<file path="src/rtl/sr_drive_pkg.sv">
`default_nettype none
// ============================================================================
// Module   : sr_drive_pkg
// Purpose  : Shared constants for the SR flip-flop excitation sequencer.
//            Holds the sequencer state encoding and helpers that derive the
//            FIFO entry width and pointer width from the block parameters.
// Ports    : none (package)
// Revision : 1.0 - initial release
// ============================================================================
package sr_drive_pkg;

    // Sequencer state encoding
    localparam logic [1:0] c_IDLE  = 2'd0;
    localparam logic [1:0] c_DRIVE = 2'd1;
    localparam logic [1:0] c_CHECK = 2'd2;
    localparam logic [1:0] c_HOLD  = 2'd3;

    // A FIFO entry is {bit, hold}
    function automatic int entry_width(input int hold_w);
        return hold_w + 1;
    endfunction

    // Pointer index width; the FIFO adds one wrap bit on top of this
    function automatic int ptr_width(input int depth);
        return $clog2(depth);
    endfunction

endpackage
`default_nettype wire

</file>
<file path="src/rtl/sr_cmd_fifo.sv">
`default_nettype none
// ============================================================================
// Module   : sr_cmd_fifo
// Purpose  : Synchronous command FIFO for the SR excitation sequencer.
//            Pointers carry an extra wrap bit so full and empty are told
//            apart without a separate flag. No write-to-read bypass: a word
//            written at an edge is readable from the following cycle.
// Ports    : clk, rst           - clock, asynchronous active-high reset
//            i_push / i_wdata   - write strobe and data (ignored when full)
//            i_pop              - read strobe (ignored when empty)
//            o_rdata            - head-of-queue word
//            o_full / o_empty   - occupancy flags
//            o_count            - number of stored entries
// Revision : 1.0 - initial release
// ============================================================================
module sr_cmd_fifo
    import sr_drive_pkg::*;
#(
    parameter int DEPTH   = 4,
    parameter int ENTRY_W = 5
) (
    input  logic                     clk,
    input  logic                     rst,
    input  logic                     i_push,
    input  logic [ENTRY_W-1:0]       i_wdata,
    input  logic                     i_pop,
    output logic [ENTRY_W-1:0]       o_rdata,
    output logic                     o_full,
    output logic                     o_empty,
    output logic [$clog2(DEPTH):0]   o_count
);

    localparam int               PTR_W  = ptr_width(DEPTH);
    localparam logic [PTR_W:0]   c_FULL = (PTR_W+1)'(DEPTH);

    logic [ENTRY_W-1:0] r_mem [DEPTH];
    logic [PTR_W:0]     r_wr_ptr;
    logic [PTR_W:0]     r_rd_ptr;
    logic [PTR_W:0]     w_count;
    logic               w_push;
    logic               w_pop;

    // Count is the wrap-aware pointer difference of registered pointers
    assign w_count = r_wr_ptr - r_rd_ptr;
    assign o_count = w_count;
    assign o_full  = (w_count == c_FULL);
    assign o_empty = (w_count == '0);

    // A push while full is dropped even if a pop frees a slot this cycle
    assign w_push  = i_push & ~o_full;
    assign w_pop   = i_pop  & ~o_empty;

    assign o_rdata = r_mem[r_rd_ptr[PTR_W-1:0]];

    always_ff @(posedge clk) begin
        if (w_push) begin
            r_mem[r_wr_ptr[PTR_W-1:0]] <= i_wdata;
        end
    end

    always_ff @(posedge clk or posedge rst) begin
        if (rst) begin
            r_wr_ptr <= '0;
            r_rd_ptr <= '0;
        end else begin
            if (w_push) begin
                r_wr_ptr <= r_wr_ptr + 1'b1;
            end
            if (w_pop) begin
                r_rd_ptr <= r_rd_ptr + 1'b1;
            end
        end
    end

endmodule
`default_nettype wire

</file>
<file path="src/rtl/sr_drive_seq.sv">
`default_nettype none
// ============================================================================
// Module   : sr_drive_seq
// Purpose  : Command-driven excitation sequencer for an SR flip-flop.
//            Queued target levels are turned into single-cycle set/reset
//            pulses; the expected flop level is tracked in q_model and the
//            flop's q feedback is checked one cycle after each pulse.
//            Each command takes IDLE, DRIVE, CHECK and hold HOLD cycles.
// Ports    : clk, rst               - clock, asynchronous active-high reset
//            in_valid/in_bit/in_hold- command input (valid/ready)
//            in_ready               - FIFO not full
//            q_fb                   - q of the driven flop
//            err_clr                - clears the sticky error flag
//            s, r                   - registered set/reset pulses
//            q_model                - expected flop level
//            busy                   - command in flight or queued
//            err                    - sticky feedback mismatch flag
// Revision : 1.0 - initial release
// ============================================================================
module sr_drive_seq
    import sr_drive_pkg::*;
#(
    parameter int DEPTH  = 4,
    parameter int HOLD_W = 4
) (
    input  logic              clk,
    input  logic              rst,
    input  logic              in_valid,
    input  logic              in_bit,
    input  logic [HOLD_W-1:0] in_hold,
    output logic              in_ready,
    input  logic              q_fb,
    input  logic              err_clr,
    output logic              s,
    output logic              r,
    output logic              q_model,
    output logic              busy,
    output logic              err
);

    localparam int                ENTRY_W   = entry_width(HOLD_W);
    localparam int                PTR_W     = ptr_width(DEPTH);
    localparam logic [HOLD_W-1:0] c_CNT_ONE = HOLD_W'(1);

    logic [1:0]         r_state;
    logic               r_bit;
    logic [HOLD_W-1:0]  r_hold;
    logic [HOLD_W-1:0]  r_cnt;
    logic               r_s;
    logic               r_r;
    logic               r_q_model;
    logic               r_err;

    logic               w_push;
    logic               w_pop;
    logic [ENTRY_W-1:0] w_head;
    logic               w_full;
    logic               w_empty;
    logic [PTR_W:0]     w_count;
    logic               w_head_bit;
    logic [HOLD_W-1:0]  w_head_hold;

    assign in_ready    = ~w_full;
    assign w_push      = in_valid & in_ready;
    assign w_pop       = (r_state == c_IDLE) & ~w_empty;
    assign w_head_bit  = w_head[HOLD_W];
    assign w_head_hold = w_head[HOLD_W-1:0];

    sr_cmd_fifo #(
        .DEPTH   (DEPTH),
        .ENTRY_W (ENTRY_W)
    ) u_fifo (
        .clk     (clk),
        .rst     (rst),
        .i_push  (w_push),
        .i_wdata ({in_bit, in_hold}),
        .i_pop   (w_pop),
        .o_rdata (w_head),
        .o_full  (w_full),
        .o_empty (w_empty),
        .o_count (w_count)
    );

    // Pulses are computed at the pop edge so they are high exactly during
    // DRIVE; q_model still holds the pre-command level at that point.
    always_ff @(posedge clk or posedge rst) begin
        if (rst) begin
            r_state   <= c_IDLE;
            r_bit     <= 1'b0;
            r_hold    <= '0;
            r_cnt     <= '0;
            r_s       <= 1'b0;
            r_r       <= 1'b0;
            r_q_model <= 1'b0;
            r_err     <= 1'b0;
        end else begin
            r_s <= 1'b0;
            r_r <= 1'b0;
            // Clear first so a mismatch in CHECK below overrides it
            if (err_clr) begin
                r_err <= 1'b0;
            end
            case (r_state)
                c_IDLE: begin
                    if (!w_empty) begin
                        r_bit   <= w_head_bit;
                        r_hold  <= w_head_hold;
                        r_s     <= w_head_bit & ~r_q_model;
                        r_r     <= ~w_head_bit & r_q_model;
                        r_state <= c_DRIVE;
                    end
                end
                c_DRIVE: begin
                    r_q_model <= r_bit;
                    r_state   <= c_CHECK;
                end
                c_CHECK: begin
                    if (q_fb != r_q_model) begin
                        r_err <= 1'b1;
                    end
                    if (r_hold != '0) begin
                        r_cnt   <= r_hold;
                        r_state <= c_HOLD;
                    end else begin
                        r_state <= c_IDLE;
                    end
                end
                c_HOLD: begin
                    // Counts hold..1, so a full-scale hold never wraps
                    if (r_cnt == c_CNT_ONE) begin
                        r_cnt   <= '0;
                        r_state <= c_IDLE;
                    end else begin
                        r_cnt   <= r_cnt - 1'b1;
                    end
                end
                default: begin
                    r_state <= c_IDLE;
                end
            endcase
        end
    end

    assign s       = r_s;
    assign r       = r_r;
    assign q_model = r_q_model;
    assign err     = r_err;
    assign busy    = (r_state != c_IDLE) || (w_count != '0);

    a_no_s_and_r: assert property (@(posedge clk) disable iff (rst) !(r_s && r_r));

endmodule
`default_nettype wire
</file>
<file path="config.mk">
export PLATFORM = sky130hd
export DESIGN_NAME = sr_drive_seq
export DESIGN_NICKNAME = d
export VERILOG_FILES = /design/src/rtl/sr_drive_pkg.sv /design/src/rtl/sr_cmd_fifo.sv /design/src/rtl/sr_drive_seq.sv
export SDC_FILE = /design/constraint.sdc
export NUM_CORES = 1
export LEC_CHECK = 0
export ABC_CLOCK_PERIOD_IN_PS = 3200
export CORE_UTILIZATION = 50
export CTS_BUF_LIST = sky130_fd_sc_hd__clkbuf_4 sky130_fd_sc_hd__clkbuf_8
export DETAILED_ROUTE_END_ITERATION = 8
export PLACE_DENSITY = 0.7
export RECOVER_POWER = 50
export SETUP_SLACK_MARGIN = 0.2
export SLEW_MARGIN = 10
export SYNTH_ARGS = -nofsm -noshare
export SYNTH_HDL_FRONTEND = slang
export SYNTH_HIERARCHICAL = 1
export SYNTH_SLANG_ARGS = --single-unit
</file>
<file path="constraint.sdc">
create_clock -name clk -period 3.2 [get_ports clk]
set_input_delay 0.32 -clock clk [delete_from_list [all_inputs] [get_ports clk]]
set_output_delay 0.32 -clock clk [all_outputs]
set_load 0.01 [all_outputs]
</file>
Yosys cells after proc, flatten, opt, wreduce, memory -nomap -nowiden:

Memory sizes are Yosys's and may differ from the RTL's.
Index checks and enable logic that the tools add are counted.

* register bits after elaboration: 21
* word-level logic and storage cells: 60
* output and inout port bits: 6
* input port bits: 10
* RAM bits: 20
* memories kept: 1

* reductions and logical operators: 10
* muxes and demuxes: 16
* $add $sub $neg: 4
* bitwise gates (word level): 10
* equality and inequality tests: 9

Memories
* u_fifo.r_mem: depth 4, width 5, rd ports 1, clocked after Yosys merged registers in 0, write ports 1, RTL line sr_cmd_fifo.sv:36 `logic [ENTRY_W-1:0] r_mem [DEPTH];`

Operators by type and width (number)
* $mux 1: 9
* $mux 4: 2
* $pmux 2 s4: 1
* $pmux 4 s2: 1
* $add 3x1->3 const B: 2
* $and 1x1->1: 6
* $mux 2: 3
* $ne 2x2->1 const B: 3
* $reduce_and 2->1: 3
* $eq 2x2->1 const B: 2
* $eq 4x1->1 const B: 1
* $not 1->1: 4
* $reduce_bool 2->1: 2
* $reduce_bool 4->1: 1
* $sub 4x1->4 const B: 1
* $eq 3x3->1 const B: 1
* $logic_not 3->1: 1
* $reduce_bool 3->1: 1
* $sub 3x3->3: 1
* $eq 2x1->1 const B: 1
* $logic_not 2->1: 1
* $logic_or 1x1->1: 1
* $ne 1x1->1: 1

Logic depth before layout (Yosys ltp):

* depth after elaboration: 7
* depth in mapped cells: 10
* mapped depth without buffers: 10

Cells and area by module:

The synthesis kept the hierarchy.

Modules (own cells, without submodules)
* sr_cmd_fifo: cells each 70, times used 1, seq. area each 750.7 um^2, area an instance 1194.9 um^2
* sr_drive_seq: cells each 69, times used 1, seq. area each 375.4 um^2, area an instance 780.7 um^2

Worst setup path after synthesis:

No wires, ideal clock.

* kind: register to register
* start point: register u_fifo.r_wr_ptr[0]
* end point: memory u_fifo.r_mem[2][0], enable pin
* slack: 0.775 ns
* arrival time: 2.110 ns
* buffers on the path: 0
* cell stages (with the launch flop): 10
* required time: 2.886 ns
* library setup time: 0.314 ns
* period minus slack after synthesis: 2.425 ns
* path through: dfrtp_1 -> inv_1 -> ha_1 -> fa_1 -> xor3_2 -> nand2_1 -> inv_1 -> nor2b_1 -> a21boi_4 -> and2_1

* word-level cells in the longest chain between the ends: 7

RTL lines
* from (decl): RTL line sr_cmd_fifo.sv:37 `logic [PTR_W:0] r_wr_ptr;`
* from (signal assigned): RTL line sr_cmd_fifo.sv:67 `r_wr_ptr <= r_wr_ptr + 1'b1;`
* $sub 3x3->3: RTL line sr_cmd_fifo.sv:44 `assign w_count = r_wr_ptr - r_rd_ptr;`
* net w_count[2]: RTL line sr_drive_seq.sv:59 `logic [PTR_W:0] w_count;`
* $eq 3x3->1: RTL line sr_cmd_fifo.sv:46 `assign o_full = (w_count == c_FULL);`
* net w_full: RTL line sr_drive_seq.sv:57 `logic w_full;`
* $not 1->1: RTL line sr_drive_seq.sv:63 `assign in_ready = ~w_full;`
* $and 1x1->1: RTL line sr_drive_seq.sv:64 `assign w_push = in_valid & in_ready;`
* net w_push: RTL line sr_drive_seq.sv:54 `logic w_push;`
* $and 1x1->1: RTL line sr_cmd_fifo.sv:50 `assign w_push = i_push & ~o_full;`
* $mux 1: RTL line sr_cmd_fifo.sv:56 `if (w_push) begin`
* $mux 1 (not written as such): RTL line sr_cmd_fifo.sv:57 `r_mem[r_wr_ptr[PTR_W-1:0]] <= i_wdata;`
* to (decl): RTL line sr_cmd_fifo.sv:36

The timed path passes the listed nets, and every way through them passes these cells.

Final worst setup path:

* start point: register u_fifo.r_rd_ptr[0]
* end point: output port busy

* word-level cells in the longest chain between the ends: 3

RTL lines
* from (decl): RTL line sr_cmd_fifo.sv:38 `logic [PTR_W:0] r_rd_ptr;`
* from (signal assigned): RTL line sr_cmd_fifo.sv:70 `r_rd_ptr <= r_rd_ptr + 1'b1;`
* $sub 3x3->3: RTL line sr_cmd_fifo.sv:44
* net w_count[2]: RTL line sr_drive_seq.sv:59
* $reduce_bool 3->1: RTL line sr_drive_seq.sv:148 `assign busy = (r_state != c_IDLE) || (w_count != '0);`
* $logic_or 1x1->1: RTL line sr_drive_seq.sv:148
* to (decl): RTL line sr_drive_seq.sv:37 `output logic busy,`

The timed path passes the listed nets, and every way through them passes these cells.

==> impl_metrics.py <==
metrics = {
    "place": {
        "placement.setup.worst_slack_ns": 0.4149,
        "placedCellCount": 199,
        "placement.io_buffers": 15,
        "final_weighted_congestion_in_routability_driven_placement": 0.7947,
        "dpl.hpwl_um": 2405,
    },
    "pwr": {
        "finalPower_mw": 2.409,
        "ir_worst_vdd_mv": 0.5307,
        "share_seq_of_total_power_pct": 41.1,
        "switchingPower_mw": 0.9140,
        "power.share.combinational_pct": 45.3,
        "power_density_nw_per_um2": 1064,
        "power.share.switching_pct": 37.94,
        "internal_power_mw": 1.495,
        "power.static_leakage_nw": 0.9111,
        "clkPwrFrac_pct": 13.6,
    },
    "finish": {
        "post_route_cells_drive_above_1_share_pct": 20.13,
        "fill_cell_total_of_the_finished_layout": 305,
        "nets": 177,
        "area_occupied_by_registers_um2": 1127,
        "antenna_cells_inserted": 0,
        "area_delta_synth_final_pct": 14.57,
        "post_layout_nonfiller_instances": 207,
        "multi_input_area_um2": 798.3,
    },
    "grt": {
        "largest_net_degree_at_the_start_of_global_routing": 16,
        "initial_antenna_violation_count": 0,
        "grt_pass1_wl_um": 5451,
        "first_global_vias": 1142,
        "gr-total-overflow": 0,
        "grt_use_total_pct": 18.32,
    },
    "logic_synthesis": {
        "synth_area_per_cell_um2": 14.21,
        "yosysSeqAreaShare_pct": 57.00,
        "synth.ff_latch_count": 41,
        "number_of_nets_in_the_synthesized_netlist": 158,
        "yosysMostFrequentCell": "sky130_fd_sc_hd__dfrtp_1",
        "synth_top_family_by_area": "simple AND/OR/NAND/NOR gates",
        "yosys-top-cells-count": "sky130_fd_sc_hd__dfrtp_1, sky130_fd_sc_hd__edfxtp_1, sky130_fd_sc_hd__inv_1",
        "ys_types": 45,
        "synth-simple-area-share_pct": 11.15,
        "syn_area_um2": 1976,
        "synth_largest_area_cell": "sky130_fd_sc_hd__edfxtp_1",
        "synthTopCellsByArea": "sky130_fd_sc_hd__edfxtp_1, sky130_fd_sc_hd__dfrtp_1, sky130_fd_sc_hd__mux4_2",
        "synth_enable_flop_cells": 20,
        "synthMuxAreaShare_pct": 11.15,
        "synth_compound_area_share_pct": 8.296,
        "xor_xnor_share_of_the_synthesized_area_pct": 3.483,
        "synth.yosys.warnings": 6,
        "synth-async-reset-ratio_pct": 51.22,
        "synth_top_cell_area_share_pct": 30.40,
        "synth-adder-area-share_pct": 6.080,
        "synthesis.instances": 139,
        "synth_flop_cell": "sky130_fd_sc_hd__dfrtp_1",
    },
    "critical_path": {
        "worst_setup_path_end_kind": "output port",
        "rr_worst_depth": 8,
        "critPathArrivalTime_ns": 2.53,
        "crit_type": "reg2out",
        "setup.worst_path.start_class": "flop",
        "worst-path-max-fanout": 8,
        "crit_start": "u_fifo/r_rd_ptr[0]$_DFFE_PP0P_",
        "timing.critical_path.required_ns": 2.88,
        "rr_startpoint": "u_fifo/r_rd_ptr[0]$_DFFE_PP0P_",
    },
    "clocking": {
        "path_clk_slew_ns": 0.08,
        "clock_latency_ns": 0.30,
        "tritoncts": "yes",
        "clock_tree.buffer_depth": 2,
        "post-cts-setup-buffers": 0,
        "post_cts.resized_instances": 0,
        "buffer_type_at_the_clock_tree_root": "sky130_fd_sc_hd__clkbuf_8",
        "clkSinkCount": 41,
        "cts_made_buffers": 5,
        "cts_htree_levels": 2,
        "postCtsHoldBufs": 0,
    },
    "sta": {
        "hold-worst-slack_ns": 0.4029,
        "min_period_over_period_pct": 89.12,
        "fin_setup_tns_ns": 0,
        "fin_skew_ns": 0.005963,
        "final_number_of_hold_violating_endpoints": 0,
        "tightestPinTransition_ns": 0.5483,
        "timing.slew.headroom_pct": 63.41,
        "final_setup_vio_count": 0,
        "finalMaxSlewViolations": 0,
        "postLayoutSetupSlackWorst_ns": 0.3483,
        "rsz0062_at_grt": "false",
        "fmaxAchievable_ghz": 0.3507,
        "minimum_clock_period_ns": 2.852,
    },
    "die": {
        "die-height_um": 64.86,
        "placement_rows": 22,
        "die_area_um2": 4207,
        "initial_core_util_pct": 53.16,
        "core_area_um2": 3716,
        "die_width_um": 64.86,
        "pin_count": 16,
    },
    "detailed_routing": {
        "drt_iter0_drc": 63,
        "route.vias.total": 1122,
        "routed_wirelength_um": 3222,
        "drt_first_pass_iters": 4,
        "vias_per_cell": 5.420,
        "remaining_design_rule_violation_count": 0,
        "ant_nets_after_route": 0,
        "wl_per_cell_um": 15.57,
    },
    "worst_hold_path": {
        "worst_min_delay_path_class": "in2async",
    },
    "run": {
        "max_cap_violations": 0,
    },
    "outcome": {
        "status": "finished clean",
    },
}
-- per-layer routing --
metal	track usage (%)	wire length, µm	share of wire, %	vias up
li1	-	-	-	547
met1	22.34	1398	43	547
met2	29.95	1636	51	21
met3	5.282	123	3.8	7
met4	8.333	63	2.0	0
met5	0	0	0	-
-- power by group through the flow --
stage | sequential (mW) | combinational [mW] | clock (mW)
after CTS | 0.992 | 1.08 | 0.339
after detailed placement | 1.00 | 1.08 | 0
after floorplan | 0.908 | 0.906 | 0
after global placement | 0.990 | 1.05 | 0
after global routing | 1.03 | 1.22 | 0.359
final | 0.991 | 1.09 | 0.327
-- state kept, by name (all words and copies together), names as in the netlist --
signal / count
s: 1
r_state: 2
q_model: 1
r_hold: 4
r_bit: 1
u_fifo/r_wr_ptr: 3
r_cnt: 4
err: 1
u_fifo/r_rd_ptr: 3
r: 1
u_fifo/r_mem: 20
-- worst paths after layout --
check	endpoint	slack, ns
hold reg to reg	r_bit$_DFFE_PP0P_	0.51
max in group asynchronous	r_cnt[2]$_DFFE_PP0P_	2.31
hold / removal	u_fifo/r_rd_ptr[0]$_DFFE_PP0P_	0.40
min in group clk	r_bit$_DFFE_PP0P_	0.51
setup / recovery	busy	0.35
setup reg to reg	u_fifo/r_mem[3][3]$_DFFE_PP_	0.49
-- per-stage QoR --
step,utilization [%],area (µm²)
2_1_floorplan,-,1976
3_3_place_gp,58.42,2171
3_5_place_dp,58.42,2171
4_1_cts,60.74,2257
5_1_grt,60.91,2263
6_report,60.91,2263
-- cell families after synthesis --
family,count (synthesis)
flip-flops,41
AND/OR/NAND/NOR,36
AO/OA/AOI/OAI,19
buffers and inverters,14
multiplexers,14
adder cells (fa/ha/maj),9
XOR/XNOR,6
-- layout make-up --
| class | instances | area share (%) |
|---|---|---|
| clock buffers | 5 | 3.040 |
| flip-flops and latches | 41 | 49.81 |
| well taps | 48 | 2.653 |
| clock inverters | 3 | 0.7739 |
| repair buffers | 15 | 6.634 |
| inverters | 11 | 1.824 |
| multi-input cells | 84 | 35.27 |
-- cells in the final DEF, fill, tap and decap left out, drive strengths merged, types with 2 or more instances in the layout --
master	n
dfrtp	21
nand2	7
dlygate4sd3	6
clkbuf	5
mux2	8
and2	4
o21ai	4
a21boi	2
nand2b	4
o22ai	2
xnor2	4
nor2	4
inv	11
nor3	7
edfxtp	20
and3b	2
ha	8
mux4	5
nor2b	2
clkinv	3
a211o	2
clkdlybuf4s50	9
-- worst max-delay path, stage by stage, from the launching register on --
cell                              delay, ns
sky130_fd_sc_hd__dfrtp_2               0.50
sky130_fd_sc_hd__ha_1                  0.22
sky130_fd_sc_hd__fa_1                  0.44
sky130_fd_sc_hd__xor3_2                0.35
sky130_fd_sc_hd__nor3_2                0.17
sky130_fd_sc_hd__nand2_1               0.08
sky130_fd_sc_hd__clkdlybuf4s50_1       0.47
Note: power is estimated with default switching activity, not from simulation.
